`src/rtl/addi_exec_if.sv`:
```
// Instruction-in / result-out bundle for addi_exec_core.
// ADDI_EXEC_EBREAK_EN adds the ebreak indication.
interface addi_exec_if #(
  parameter int ADDR_WIDTH = 5,
  parameter int DATA_WIDTH = 32
);
  logic [31:0]           inst;
  logic [DATA_WIDTH-1:0] alu_result;
  logic                  reg_wen;
  logic                  illegal;
  logic [ADDR_WIDTH-1:0] dbg_raddr;
  logic [DATA_WIDTH-1:0] dbg_rdata;
`ifdef ADDI_EXEC_EBREAK_EN
  logic                  ebreak;
`endif

  modport master (
    output inst,
    output dbg_raddr,
    input  alu_result,
    input  reg_wen,
    input  illegal,
`ifdef ADDI_EXEC_EBREAK_EN
    input  ebreak,
`endif
    input  dbg_rdata
  );

  modport slave (
    input  inst,
    input  dbg_raddr,
    output alu_result,
    output reg_wen,
    output illegal,
`ifdef ADDI_EXEC_EBREAK_EN
    output ebreak,
`endif
    output dbg_rdata
  );
endinterface

```
`src/rtl/addi_exec_core.sv`:
```
// Single-cycle ADDI decode/execute/writeback with a 2**ADDR_WIDTH entry register file.
// Optional: define ADDI_EXEC_EBREAK_EN to decode EBREAK as legal and drive bus.ebreak.
module addi_exec_core #(
  parameter int                    ADDR_WIDTH  = 5,
  parameter int                    DATA_WIDTH  = 32,
  parameter logic [DATA_WIDTH-1:0] RESET_VALUE = '0
) (
  input logic        clk,
  input logic        rst,
  addi_exec_if.slave bus
);

  localparam int          NUM_REGS    = 2 ** ADDR_WIDTH;
  localparam logic [6:0]  OP_IMM      = 7'b0010011;
  localparam logic [2:0]  F3_ADDI     = 3'b000;
  localparam logic [31:0] EBREAK_INST = 32'h0010_0073;

  logic [6:0]            opcode;
  logic [2:0]            funct3;
  logic [ADDR_WIDTH-1:0] rd;
  logic [ADDR_WIDTH-1:0] rs1;
  logic [DATA_WIDTH-1:0] imm;
  logic [DATA_WIDTH-1:0] rdata1;
  logic                  is_addi;
  logic                  is_ebreak;

  logic [DATA_WIDTH-1:0] regs [NUM_REGS];

  // NOTE: every always_comb output gets a default first so no path can infer a latch.
  always_comb begin
    opcode    = bus.inst[6:0];
    funct3    = bus.inst[14:12];
    rd        = bus.inst[7 +: ADDR_WIDTH];
    rs1       = bus.inst[15 +: ADDR_WIDTH];
    imm       = {{(DATA_WIDTH - 12){bus.inst[31]}}, bus.inst[31:20]};
    is_addi   = (opcode == OP_IMM) && (funct3 == F3_ADDI);
    is_ebreak = 1'b0;
`ifdef ADDI_EXEC_EBREAK_EN
    is_ebreak = (bus.inst == EBREAK_INST);
`else
    // Without the feature, EBREAK falls through to illegal like any other non-ADDI word.
    is_ebreak = is_ebreak && (bus.inst == EBREAK_INST);
`endif
  end

  // x0 is hardwired to zero on both read ports regardless of its storage contents.
  always_comb begin
    rdata1        = (rs1 == '0) ? '0 : regs[rs1];
    bus.dbg_rdata = (bus.dbg_raddr == '0) ? '0 : regs[bus.dbg_raddr];
  end

  always_comb begin
    bus.alu_result = rdata1 + imm;
    bus.reg_wen    = is_addi;
    bus.illegal    = !(is_addi || is_ebreak);
`ifdef ADDI_EXEC_EBREAK_EN
    bus.ebreak     = is_ebreak;
`endif
  end

  // NOTE: state uses non-blocking assignments so every read in this cycle sees pre-edge values.
  // NOTE: the register file is reset explicitly, so it maps to flops rather than a RAM macro.
  always_ff @(posedge clk) begin
    if (rst) begin
      for (int i = 0; i < NUM_REGS; i++) begin
        regs[i] <= RESET_VALUE;
      end
    end else if (bus.reg_wen && (rd != '0)) begin
      regs[rd] <= bus.alu_result;
    end
  end

endmodule

```
`src/flat_wrapper.sv`:
```
// flat-port wrapper written by rule: the top's interface ports become plain ports
module addi_exec_core_flat 
#(
  parameter int                    ADDR_WIDTH  = 5,
  parameter int                    DATA_WIDTH  = 32,
  parameter logic [DATA_WIDTH-1:0] RESET_VALUE = '0
)
  (clk, rst, bus_inst, bus_dbg_raddr, bus_alu_result, bus_reg_wen, bus_illegal, bus_dbg_rdata);
  addi_exec_if #(.ADDR_WIDTH(ADDR_WIDTH), .DATA_WIDTH(DATA_WIDTH)) bus_i ();
  input logic clk;
  input logic rst;
  input wire logic [$bits(bus_i.inst)-1:0] bus_inst;
  input wire logic [$bits(bus_i.dbg_raddr)-1:0] bus_dbg_raddr;
  output wire logic [$bits(bus_i.alu_result)-1:0] bus_alu_result;
  output wire logic [$bits(bus_i.reg_wen)-1:0] bus_reg_wen;
  output wire logic [$bits(bus_i.illegal)-1:0] bus_illegal;
  output wire logic [$bits(bus_i.dbg_rdata)-1:0] bus_dbg_rdata;
  assign bus_i.inst = bus_inst;
  assign bus_i.dbg_raddr = bus_dbg_raddr;
  assign bus_alu_result = bus_i.alu_result;
  assign bus_reg_wen = bus_i.reg_wen;
  assign bus_illegal = bus_i.illegal;
  assign bus_dbg_rdata = bus_i.dbg_rdata;
  addi_exec_core #(.ADDR_WIDTH(ADDR_WIDTH), .DATA_WIDTH(DATA_WIDTH), .RESET_VALUE(RESET_VALUE)) u_core (.clk(clk), .rst(rst), .bus(bus_i));
endmodule
```
`config.mk`:
```
export PLATFORM = sky130hd
export DESIGN_NAME = addi_exec_core_flat
export DESIGN_NICKNAME = d
export VERILOG_FILES = /design/src/rtl/addi_exec_if.sv /design/src/rtl/addi_exec_core.sv /design/src/flat_wrapper.sv
export SDC_FILE = /design/constraint.sdc
export NUM_CORES = 2
export LEC_CHECK = 0
export BUFFER_PORTS_ARGS = -buffer_cell sky130_fd_sc_hd__buf_2
export CORE_UTILIZATION = 54
export CTS_CLUSTER_SIZE = 20
export DETAILED_ROUTE_END_ITERATION = 8
export GPL_TIMING_DRIVEN = 0
export PLACE_DENSITY = 0.73
export SYNTH_ARGS = -nofsm -noshare
export SYNTH_HDL_FRONTEND = slang
export SYNTH_SLANG_ARGS = --single-unit
```
`constraint.sdc`:
```
create_clock -name clk -period 6.3 [get_ports clk]
set_clock_uncertainty 0.2 [all_clocks]
set_input_delay 0.945 -clock clk [delete_from_list [all_inputs] [get_ports clk]]
set_output_delay 0.945 -clock clk [all_outputs]
set_load 0.02 [all_outputs]
```
Yosys cells after proc, flatten, opt, wreduce, memory -nomap -nowiden
Memory sizes are Yosys's and may differ from the RTL's.
Cells that the tools add are included.
Operators by class
  $add $sub $neg: 1
  $mul: 0
  divide/modulo/power cells: 0
  magnitude comparators: 0
  equal/unequal tests: 1
  shift operators: 0
  muxes and demuxes: 10
  bitwise operators: 0
  reduce and logical (&&, ||, !) cells: 8
Operators by type and width (number)
  32-bit 2-to-1 mux: 3
  32-bit adder: 1
  32-bit OR reduction: 1
  5-bit logical NOT: 2
  7-bit by 5-bit equality test with 1-bit output (second input constant): 1
  1-bit 2-to-1 mux: 6
  5-bit 2-to-1 mux: 1
  5-bit nonzero test: 1
  3-bit logical NOT: 1
  1-bit logical AND: 2
  1-bit logical NOT: 1
Word-level totals
  bits in registers: 0
  latch bits: 0
  bits in writable memories: 1024
  memory bits (read-only): 0
  bits of input ports: 39
  output and inout bits: 66
  word-level logic and storage cells: 21
  memories: 1
Memories
  u_core.regs: depth 32, width 32, read ports 2, clocked after Yosys merged registers in 0, wr ports 32, RTL line addi_exec_core.sv:27  | logic [DATA_WIDTH-1:0] regs [NUM_REGS];

Longest topological paths before layout
  depth in word-level cells: 8
  depth in mapped cells: 18
  mapped depth without buffers: 13

Worst setup path before layout
OpenSTA, ideal clock, no wires.
  kind: in2out
  start: input bus_inst[15]
  end: output bus_alu_result[22]
  arrival: 5334 ps
  data required time: 5155 ps
  path slack: -179 ps
  stages: 17
  path buffers: 4
  path through: buf_2 -> buf_6 -> clkbuf_1 -> mux4_2 -> mux4_2 -> mux2i_1 -> nor2_1 -> ha_1 -> fa_1 -> a21o_1 -> a311o_1 -> a21oi_2 -> o211a_1 -> nor3_1 -> a311o_2 -> buf_6 -> inv_1
Between the ends
  word-level cells in the longest chain between the ends: 3
  elaborated cells on any way between the ends: 4
  those cells by class: add/sub (1); mux (1); reduce/logical (1); memory (1)
Ends and longest elaborated chain
  start, declared: RTL line flat_wrapper.sv:12  | input wire logic [$bits(bus_i.inst)-1:0] bus_inst;
  memory 32 x 32 bit or 5-bit logical NOT (tied branches)
  32-bit 2-to-1 mux *: RTL line addi_exec_core.sv:48  | rdata1 = (rs1 == '0) ? '0 : regs[rs1];
  32-bit adder *: RTL line addi_exec_core.sv:53  | bus.alu_result = rdata1 + imm;
  end, declared: RTL line flat_wrapper.sv:14  | output wire logic [$bits(bus_i.alu_result)-1:0] bus_alu_result;
Every way passes the cells marked *; elsewhere a longest branch is shown, timed or not.

Worst setup path in the final report
  start: input bus_inst[16]
  end: output bus_alu_result[26]
Same word-level chain as after synthesis.

==> flow_summary_export.csv <==
group,metric,value,unit
clock_tree,ctsLongestPathBuffers,3,
die,die_h,318,um
placed_design,dp_hpwl,133,mm
job,cap_violations,0,
pwr,power.clock.fraction,33.5,%
clock_tree,cts_buffers,107,
clock_tree,cts_htree_levels,3,
timing,min_period,6.61,ns
pwr,power_density,292,nW/um^2
placed_design,globalplace.congestion,0.999,
die,rows,115,
hold_path,holdPathStages,4,
grt,grt_max_degree,25,
grt,grt_pass1_vias,37126,
critical_path,reg2reg_depth,19,
route,routed_wirelength,188,mm
pwr,p_sw,5.68,mW
clock_tree,insertion_delay,0.72,ns
grt,grt_use_total,37.1,%
cells_and_area,largestRegisters,"u_core.regs: 1024 flops",
clock_tree,cts_root_buffer,"clkbuf_16",
critical_path,endpoint_kind,"output port",
timing,worst_hold_slack,0.653,ns
pwr,peakVddDrop,0.265,mV
synth,synth.most_common_cell,"edfxtp_1",
cells_and_area,finish.net_count,4023,
outcome,violations,"setup timing",
route,routedWlPerCell,35.3,um
pwr,switching_share,30.8,%
timing,rsz0062_at_grt,"true",
synth,yosysTopAreaCell,"edfxtp_1",
clock_tree,clk_pin_slew,0.06,ns
clock_tree,cts_sinks,1024,
critical_path,worst-path-max-fanout,10,
placed_design,placed_cell_area,57000,sq um
die,start_util,54.7,%
synth,yosysWarnings,0,
synth,syn_avg_cell_area,15.2,sq um
die,dieArea,101000,sq um
timing,finalSetupViolations,15,
cells_and_area,final_cell_area,63200,sq um
route,dr.pass1.iters,6,
synth,netlist_top_cells_area,"edfxtp_1, mux4_2, nor2_1",
die,die_w,318,um
synth,synth_common_cells,"edfxtp_1, nor2_1, mux4_2",
pwr,pwr-share-seq,42.4,%
synth,synth-edff-count,1024,
grt,grt.overflow.total,0,
placed_design,port_buffers,98,
cells_and_area,area_delta_synth_final,17.1,%
route,ant_nets,0,
synth,synthFlopType,"edfxtp_1",
cells_and_area,drive_above_1_share,33.5,%
timing,min_period_over_period,105,%
die,ioPinCount,105,
critical_path,start_kind,"primary input",
hold_path,hp-class,"primary input to flop",
synth,async_flop_share,0,%
clock_tree,holdBufCountCts,0,
route,drc,0,
synth,synth_top_area_share,56.9,%
cells_and_area,largest_register_ffs,1024,
pwr,internal_power,12.8,mW
synth,synthCells,3560,
cells_and_area,fillers,6953,
die,core_area,98700,sq um
grt,grt_pass1_wl,261,mm
route,drtIter0Drc,6943,
synth,yosys_register_bits,1024,
clock_tree,cts_tree,"yes",
synth,synthDistinctLibCells,73,
timing,worst_slack,-0.308,ns
placed_design,place_ws,-2.32,ns
synth,netlist_area,54000,sq um
outcome,status,"complete, but fails checks",
timing,finalMaxSlewViolations,0,
timing,slew_headroom,12.6,%
critical_path,crit_arrival,5.46,ns
critical_path,cp.required,5.15,ns
timing,final-hold-violation-count,0,
timing,fmax,151,MHz
grt,antenna_found_initial,7,
timing,tightest_slew,1.31,ns
cells_and_area,final_core_util,64.1,%
pwr,pwr-share-comb,24.1,%
route,vias_per_cell,7.09,
pwr,leakagePower,23.2,nW
route,vias,37789,
cells_and_area,top_register,"u_core.regs",
pwr,p_total,18.5,mW
critical_path,path_class,"primary input to output port",
synth,seq_area_frac_synth,56.9,%
[layout make-up]
cell class / count / area [sq um] / area share, %
clock buffer: 129 / 2800 / 4.43
clock inverter: 68 / 541 / 0.855
timing repair buffer: 262 / 2430 / 3.85
sequential: 1024 / 30700 / 48.6
tap: 1287 / 1610 / 2.55
inverter: 38 / 149 / 0.235
antenna: 3 / 7.51 / 0.0119
buffer: 365 / 2340 / 3.69
multi-input combinational: 2154 / 22600 / 35.8
[per-layer routing]
metal	global-route usage, %	share of wire (%)	up-vias
met4	24.0	7.8	10
li1	-	-	14593
met5	0	0.039	-
met3	10.8	15	634
met2	54.4	44	3525
met1	48.6	33	19027
[power by group through the flow]
stage	clock, mW	combinational, mW	sequential [mW]
after floorplan	0	2.20	7.93
after global placement	0	3.49	7.97
after detailed placement	0	3.57	7.97
after CTS	6.14	3.93	7.83
after global routing	6.36	4.55	7.85
final	6.20	4.45	7.83
[worst paths after layout]
kind                            slack (ns)                              from                                end
worst min-delay path                  0.65                      bus_inst[20]    u_core.regs[5][0]$_SDFFCE_PN0P_
worst min register to register        1.29  u_core.regs[2][31]$_SDFFCE_PN0P_   u_core.regs[2][31]$_SDFFCE_PN0P_
worst max register to register        0.68  u_core.regs[31][0]$_SDFFCE_PN0P_  u_core.regs[24][14]$_SDFFCE_PN0P_
worst max-delay path                 -0.31                      bus_inst[16]                 bus_alu_result[26]
[logic make-up (layout without fill, tap and decap cells)]
kind of cell             count (synthesis)  count (layout)  share of synthesized area, %
adder cells (fa/ha/maj)                 32              32                         0.755
buffers and inverters                  413             862                          3.25
AO/OA/AOI/OAI                          119             119                          1.54
XOR/XNOR                                25              25                         0.433
AND/OR/NAND/NOR                       1240            1240                          9.38
other                                    1              35                       0.00694
multiplexers                           706             706                          27.7
flip-flops                            1024            1024                          56.9
[stage by stage]
| step | TNS (ns) | std cells |
|---|---|---|
| detailed placement | -892.76 | 5008 |
| CTS | -2.83 | 5255 |
| finish | -2.49 | 5330 |
| floorplan | 0 | 3591 |
| global route | -2.66 | 5327 |
| global placement | -870.59 | 4976 |
[repair_timing]
| action | 4_1_cts | 5_1_grt |
|---|---|---|
| cloned | 4 | 2 |
| endpoints found under the setup margin | 733 | 27 |
| pin swaps | 29 | 40 |
| buffers inserted | 52 | 74 |
| gates resized for setup | 285 | 163 |
[critical path, stage by stage]
cell and delay (ns):
buf_6 0.14, buf_12 0.12, buf_12 0.16, clkbuf_16 0.20
buf_12 0.18, mux4_2 0.31, mux4_2 0.51, mux2i_4 0.19
nor2_4 0.08, ha_4 0.17, fa_2 0.35, a21o_1 0.20
a311o_2 0.44, a21oi_4 0.30, o211ai_4 0.19, or4_4 0.48
o311ai_4 0.13, buf_6 0.17, inv_2 0.03, buf_6 0.12
[placed cells by master (no fill, tap or decap), types with 10 or more instances in the layout]
cell type,count
ha_1,15
clkinv_2,18
buf_4,120
a21o_1,13
mux4_2,632
buf_12,49
mux2i_1,68
inv_1,31
clkbuf_4,11
nand2_1,54
nand3_1,14
nand2b_2,31
buf_6,50
edfxtp_1,1024
nor3_1,36
clkbuf_2,18
clkinv_1,32
conb_1,32
clkbuf_1,221
buf_1,10
clkbuf_16,113
nor4_1,33
buf_16,12
nor2_1,1003
buf_2,138
a21oi_1,18
(Power assumes the default switching activity.)
